`src/rtl/ifft8_seq.sv`:
```
// ifft8_seq: sequential radix-2 DIT 8-point inverse FFT.
// One time-shared butterfly updates an 8-entry in-place complex buffer.
// Bins are loaded in natural order into bit-reversed addresses, 12 butterflies
// run (3 stages x 4), then samples stream out in natural order.
//
// Ports:
//   clk, rst                    clock, synchronous active-high reset
//   in_valid/in_ready           bin handshake (ready only while loading)
//   in_real/in_imag   [DW-1:0]  bin, signed
//   out_valid/out_ready         sample handshake
//   out_real/out_imag [DW-1:0]  sample, signed (0 while out_valid=0)
//   out_last                    marks the 8th sample of a frame
//   ovf                         sticky saturation flag
//
// Build option: IFFT8_UNSCALED_EN removes the per-stage halving, saturates
// the butterfly outputs and drives ovf; otherwise each stage halves (1/8 total)
// and ovf is tied 0.
module ifft8_seq #(
  parameter int DW   = 16,
  parameter int TW_C = 11585
) (
  input  logic          clk,
  input  logic          rst,
  input  logic          in_valid,
  output logic          in_ready,
  input  logic [DW-1:0] in_real,
  input  logic [DW-1:0] in_imag,
  output logic          out_valid,
  input  logic          out_ready,
  output logic [DW-1:0] out_real,
  output logic [DW-1:0] out_imag,
  output logic          out_last,
  output logic          ovf
);
  typedef enum logic [1:0] {LOAD, COMP, UNLOAD} state_t;

  state_t state_q, state_d;
  logic [2:0] in_cnt, out_cnt;
  logic [3:0] bfly_cnt;
  logic signed [DW-1:0] buf_re [8];
  logic signed [DW-1:0] buf_im [8];

  logic in_fire, out_fire;
  assign in_ready = (state_q == LOAD) && !rst;
  assign in_fire  = in_valid && in_ready;
  assign out_fire = out_valid && out_ready;

  always_comb begin
    state_d = state_q;
    case (state_q)
      LOAD:    if (in_fire && in_cnt == 3'd7) state_d = COMP;
      COMP:    if (bfly_cnt == 4'd11) state_d = UNLOAD;
      UNLOAD:  if (out_fire && out_cnt == 3'd7) state_d = LOAD;
      default: state_d = LOAD;
    endcase
  end

  // butterfly addressing: stage s, pair j
  logic [1:0] s, j, e;
  logic [2:0] top, bot;
  assign s = bfly_cnt[3:2];
  assign j = bfly_cnt[1:0];

  always_comb begin
    top = 3'd0;
    bot = 3'd0;
    e   = 2'd0;
    case (s)
      2'd0:    begin top = {j, 1'b0};          bot = {j, 1'b1};          e = 2'd0;         end
      2'd1:    begin top = {j[1], 1'b0, j[0]}; bot = {j[1], 1'b1, j[0]}; e = {j[0], 1'b0}; end
      default: begin top = {1'b0, j};          bot = {1'b1, j};          e = j;            end
    endcase
  end

  // inverse twiddle exp(+j*2*pi*e/8), Q1.14
  logic signed [15:0] w_re, w_im;
  always_comb begin
    w_re = 16'sd16384;
    w_im = 16'sd0;
    case (e)
      2'd1:    begin w_re = 16'(TW_C);  w_im = 16'(TW_C);  end
      2'd2:    begin w_re = 16'sd0;     w_im = 16'sd16384; end
      2'd3:    begin w_re = 16'(-TW_C); w_im = 16'(TW_C);  end
      default: ;
    endcase
  end

  logic signed [DW-1:0] a_re, a_im, b_re, b_im;
  assign a_re = buf_re[top];
  assign a_im = buf_im[top];
  assign b_re = buf_re[bot];
  assign b_im = buf_im[bot];

  logic signed [32:0] bre_x, bim_x, wre_x, wim_x, p_re, p_im;
  logic signed [17:0] t_re, t_im;
  logic signed [18:0] s_re, s_im, d_re, d_im;
  assign bre_x = 33'(b_re);
  assign bim_x = 33'(b_im);
  assign wre_x = 33'(w_re);
  assign wim_x = 33'(w_im);
  assign p_re  = bre_x * wre_x - bim_x * wim_x;
  assign p_im  = bre_x * wim_x + bim_x * wre_x;
  assign t_re  = 18'((p_re + 33'sd8192) >>> 14);
  assign t_im  = 18'((p_im + 33'sd8192) >>> 14);
  assign s_re  = 19'(a_re) + 19'(t_re);
  assign s_im  = 19'(a_im) + 19'(t_im);
  assign d_re  = 19'(a_re) - 19'(t_re);
  assign d_im  = 19'(a_im) - 19'(t_im);

  logic signed [DW-1:0] na_re, na_im, nb_re, nb_im;

`ifdef IFFT8_UNSCALED_EN
  localparam logic signed [18:0] MAXV = 19'((1 <<< (DW-1)) - 1);
  localparam logic signed [18:0] MINV = -19'(1 <<< (DW-1));

  function automatic logic signed [DW-1:0] sat(input logic signed [18:0] v);
    if (v > MAXV)      sat = MAXV[DW-1:0];
    else if (v < MINV) sat = MINV[DW-1:0];
    else               sat = v[DW-1:0];
  endfunction

  function automatic logic clip(input logic signed [18:0] v);
    clip = (v > MAXV) || (v < MINV);
  endfunction

  logic sat_hit, ovf_q;
  assign na_re   = sat(s_re);
  assign na_im   = sat(s_im);
  assign nb_re   = sat(d_re);
  assign nb_im   = sat(d_im);
  assign sat_hit = clip(s_re) | clip(s_im) | clip(d_re) | clip(d_im);
  assign ovf     = ovf_q;

  // first bin of a frame clears; any clipping butterfly sets
  always_ff @(posedge clk) begin
    if (rst)                            ovf_q <= 1'b0;
    else if (in_fire && in_cnt == 3'd0) ovf_q <= 1'b0;
    else if (state_q == COMP && sat_hit) ovf_q <= 1'b1;
  end
`else
  assign na_re = DW'(s_re >>> 1);
  assign na_im = DW'(s_im >>> 1);
  assign nb_re = DW'(d_re >>> 1);
  assign nb_im = DW'(d_im >>> 1);
  assign ovf   = 1'b0;
`endif

  // buffer: contents are don't-care after reset
  always_ff @(posedge clk) begin
    if (in_fire) begin
      buf_re[{in_cnt[0], in_cnt[1], in_cnt[2]}] <= in_real;
      buf_im[{in_cnt[0], in_cnt[1], in_cnt[2]}] <= in_imag;
    end else if (state_q == COMP) begin
      buf_re[top] <= na_re;
      buf_im[top] <= na_im;
      buf_re[bot] <= nb_re;
      buf_im[bot] <= nb_im;
    end
  end

  always_ff @(posedge clk) begin
    if (rst) begin
      state_q   <= LOAD;
      in_cnt    <= 3'd0;
      bfly_cnt  <= 4'd0;
      out_cnt   <= 3'd0;
      out_valid <= 1'b0;
      out_last  <= 1'b0;
      out_real  <= '0;
      out_imag  <= '0;
    end else begin
      state_q <= state_d;
      if (in_fire) in_cnt <= in_cnt + 3'd1;
      if (state_q == COMP) bfly_cnt <= (bfly_cnt == 4'd11) ? 4'd0 : bfly_cnt + 4'd1;
      // registered output: first UNLOAD cycle loads sample 0
      if (state_q == UNLOAD) begin
        if (!out_valid) begin
          out_valid <= 1'b1;
          out_real  <= buf_re[out_cnt];
          out_imag  <= buf_im[out_cnt];
          out_last  <= (out_cnt == 3'd7);
        end else if (out_ready) begin
          if (out_cnt == 3'd7) begin
            out_cnt   <= 3'd0;
            out_valid <= 1'b0;
            out_last  <= 1'b0;
            out_real  <= '0;
            out_imag  <= '0;
          end else begin
            out_cnt  <= out_cnt + 3'd1;
            out_real <= buf_re[out_cnt + 3'd1];
            out_imag <= buf_im[out_cnt + 3'd1];
            out_last <= (out_cnt == 3'd6);
          end
        end
      end
    end
  end
endmodule

```
`config.mk`:
```
export PLATFORM = sky130hd
export DESIGN_NAME = ifft8_seq
export DESIGN_NICKNAME = d
export VERILOG_FILES = /design/src/rtl/ifft8_seq.sv
export SDC_FILE = /design/constraint.sdc
export NUM_CORES = 2
export LEC_CHECK = 0
export BUFFER_PORTS_ARGS = -buffer_cell sky130_fd_sc_hd__buf_2
export CORE_AREA = 2 2 284 398
export DETAILED_ROUTE_END_ITERATION = 10
export DIE_AREA = 0 0 286 400
export GPL_TIMING_DRIVEN = 0
export PLACE_DENSITY = 0.6
export SKIP_LAST_GASP = 1
export SYNTH_ARGS = -nofsm -noshare
export SYNTH_HDL_FRONTEND = slang
export SYNTH_SLANG_ARGS = --single-unit
```
`constraint.sdc`:
```
create_clock -name clk -period 33.6 [get_ports clk]
set_clock_uncertainty 0.2 [all_clocks]
set_input_delay 0 -clock clk [delete_from_list [all_inputs] [get_ports clk]]
set_output_delay 0 -clock clk [all_outputs]
set_load 0.05 [all_outputs]
```
==> impl_metrics.py <==
metrics = {
    "outcome": {
        "status": "complete, but fails checks",
        "violations": "max-capacitance violations, max-slew violations",
    },
    "timing": {
        "final-max-slew-violation-count": 99,
        "tns_ns": 0,
        "fin_crit_ns": 16.94,
        "finalHoldViolations": 0,
        "max_freq_mhz": 59.0,
        "worst_slew_pin_slew_ns": 1.64,
        "max_slew_margin_pct": -9.53,
        "final-setup-viol-count": 0,
        "period_share_pct": 50.4,
        "rsz0062_at_grt": "false",
        "hold_slack_ns": 0.0976,
    },
    "detailed_routing": {
        "wl_per_cell_um": 30.5,
        "dr.pass1.iters": 6,
        "drt_wl_total_mm": 206,
        "post_drt_via_cell_ratio": 5.94,
        "drt_iter0_markers": 3572,
        "vias": 40100,
        "drc": 0,
        "ant_nets": 0,
    },
    "layout": {
        "final_area_um2": 53900,
        "nNetsFinal": 6463,
        "fill_cells": 10700,
        "drive_gt1_share_pct": 8.80,
        "ff_latch_area_um2": 8670,
        "final_cells": 6747,
        "area_growth_pct": 8.69,
        "multi_input_comb_area_um2": 36200,
    },
    "clocking": {
        "insertion_delay_ns": 0.63,
        "htreeDepth": 1,
        "clock_path_buffers": 3,
        "root_buffer": "clkbuf_16",
        "numCtsBuffers": 29,
        "postCtsSetupRepairBufs": 0,
        "tritoncts": "built",
        "cts_resized": 0,
        "clock_sinks": 305,
        "clk_pin_slew_ns": 0.07,
    },
    "setup_path": {
        "r2r_end": "buf_re[3][15]",
        "worst-r2r-cell-count": 48,
        "start_kind": "register",
        "r2r_slack_ns": 16.66,
        "critical_path_class": "register to register",
        "cp_data_required_time_ns": 33.74,
        "cpMostUsedCell": "inv_1",
        "crit_path_max_fanout": 10,
        "crit_slowest_cell": "a2111oi_0",
        "crit_arrival_ns": 17.08,
        "r2r-start": "bfly_cnt[0]",
        "max_stage_delay_ns": 1.09,
        "worstSetupEndpointType": "register",
    },
    "logic_synthesis": {
        "synth_flop_cell": "edfxtp_1",
        "syn-num-nets": 6292,
        "ys.warnings.count": 0,
        "postSynthAreaPerCell_um2": 9.76,
        "ys_seq_area_share_pct": 17.5,
        "netlist_area_um2": 49600,
        "async_flop_share_pct": 0,
        "synth_seq_cells": 305,
        "synth_cell_types": 91,
        "syn_inst": 5080,
        "synth-edff-count": 256,
    },
    "grt": {
        "grt_usage_pct": 36.4,
        "grt_pass1_wl_mm": 292,
        "grt_pass1_vias": 41400,
        "grt_antenna_before_repair": 1,
        "grt_max_degree": 21,
        "grt_overflow": 0,
    },
    "die": {
        "num_io_pins": 72,
        "fp.dieW_um": 286,
        "core_area_um2": 111000,
        "die_height_um": 400,
        "start_util_pct": 44.7,
        "dieArea_um2": 114000,
        "row_count": 145,
    },
    "placed_design": {
        "dp_hpwl_mm": 166,
        "numPlacedInstances": 6652,
        "gp_congestion": 1.05,
        "io_buffers": 70,
        "post_dp_cell_area_um2": 52600,
    },
    "min_path": {
        "worstHoldEndpoint": "buf_re[0][6]",
        "hold_path.class": "primary input to register",
        "hold_depth": 4,
        "hold_start": "in_real[6]",
    },
    "run": {
        "max_cap_viol_count": 10,
    },
    "power_and_ir_drop": {
        "p_leak_uw": 0.0251,
        "powerDensity_nw_per_um2": 16.2,
        "vdd_drop_max_mv": 0.0392,
        "power.total_uw": 873,
    },
}
[cell type report]
type | instances | area share, %
Sequential cell | 305 | 16.1
Inverter | 1078 | 7.51
Buffer | 228 | 1.72
Clock buffer | 34 | 1.42
Antenna cell | 3 | 0.0139
Timing Repair Buffer | 140 | 2.44
Clock inverter | 20 | 0.276
Tap cell | 1470 | 3.41
Multi-Input combinational cell | 3469 | 67.1
[state kept, by name, indices dropped and copies added, names as in the netlist, named ones only]
signal	cells
bfly_cnt	4
buf_im	128
buf_re	128
in_cnt	3
out_cnt	3
out_imag	16
out_last	1
out_real	16
out_valid	1
state_q	2
[what timing repair did]
item                                    CTS  global route
hold buffers                             35             0
endpoints found under the setup margin    0             0
endpoints found under the hold margin   247             0
[critical path, delay by kind of cell (launching register included)]
family	cells	cell delay, ns
muxes	1	0.15
buffers and inverters	16	4.75
xor gates and xnor gates	2	0.98
adders and majority gates	10	4.73
DFF	1	0.41
and+or+nand+nor	7	0.91
AOI/OAI and AO/OA	12	4.48
[kinds of logic after synthesis]
group	synth area share (%)
buffers and inverters	9.99
adder cells (fa/ha/maj)	40.2
AND/OR/NAND/NOR	9.86
AO/OA/AOI/OAI	8.51
multiplexers	10.9
flip-flops	17.5
XOR/XNOR	3.06
other	0.00756
[stage by stage]
stage / worst slack (ns) / util, %
floorplan: 22.03 / -
global placement: 16.94 / 46.6
detailed placement: 17.33 / 47.3
CTS: 17.25 / 48.5
global route: 16.20 / 48.5
finish: 16.66 / 48.5
[synthesized netlist by cell type, types with 32 or more instances]
| cell type | number | area share [%] |
|---|---|---|
| a21o_1 | 36 | 0.55 |
| a21oi_1 | 271 | 2.7 |
| buf_1 | 40 | 0.30 |
| clkbuf_1 | 173 | 1.3 |
| dfxtp_1 | 49 | 2.0 |
| edfxtp_1 | 256 | 16 |
| fa_1 | 692 | 28 |
| ha_1 | 484 | 12 |
| inv_1 | 1077 | 8.2 |
| mux2i_1 | 116 | 2.3 |
| mux4_2 | 186 | 8.4 |
| nand2_1 | 416 | 3.1 |
| nand3_1 | 83 | 0.84 |
| nor2_1 | 393 | 3.0 |
| nor2b_1 | 46 | 0.58 |
| nor3_1 | 62 | 0.63 |
| o21ai_0 | 158 | 1.6 |
| o221ai_1 | 32 | 0.57 |
| or2_2 | 36 | 0.45 |
| xnor2_1 | 121 | 2.1 |
| xor2_1 | 46 | 0.81 |
[per-layer routing]
layer	routed length (um)	GRT usage [%]
met2	98600	61.5
met5	0	0
met4	22000	30.9
met1	69400	40.0
met3	15700	6.20
[cells in the final DEF, fill, tap and decap left out, types with 17 or more instances in the layout]
master,count
and2_1,21
o221ai_1,32
o2111ai_1,17
clkbuf_16,30
dlygate4sd3_1,35
xnor2_1,118
buf_1,33
dfxtp_1,49
a21o_1,36
nor2b_1,46
o21bai_1,18
nand2_1,416
inv_1,1077
edfxtp_1,256
fa_1,692
buf_2,82
mux4_2,186
nand2b_1,29
nor2_1,392
xor2_1,46
or2_2,36
o21ai_0,151
mux2i_1,116
nand3_1,83
nor3_1,58
a21oi_1,271
clkbuf_1,170
ha_1,484
o21ai_1,20
[worst max path at each step]
stage                      from             to  slack [ns]  depth (start not counted)
floorplan           bfly_cnt[0]  buf_re[1][15]       22.03                         47
global placement    bfly_cnt[0]  buf_re[5][15]       16.94                         48
detailed placement  bfly_cnt[0]  buf_re[4][15]       17.33                         48
CTS                 bfly_cnt[0]  buf_re[4][15]       17.25                         48
global route        bfly_cnt[0]  buf_re[4][15]       16.20                         48
finish              bfly_cnt[0]  buf_re[3][15]       16.66                         48
[report_power, final]
part           internal [uW]  leakage, uW  switching, uW
registers                414      0.00271           3.97
logic                   38.9       0.0219           79.4
clock network            167     0.000446            170
Power figures use the tool's default switching activity.
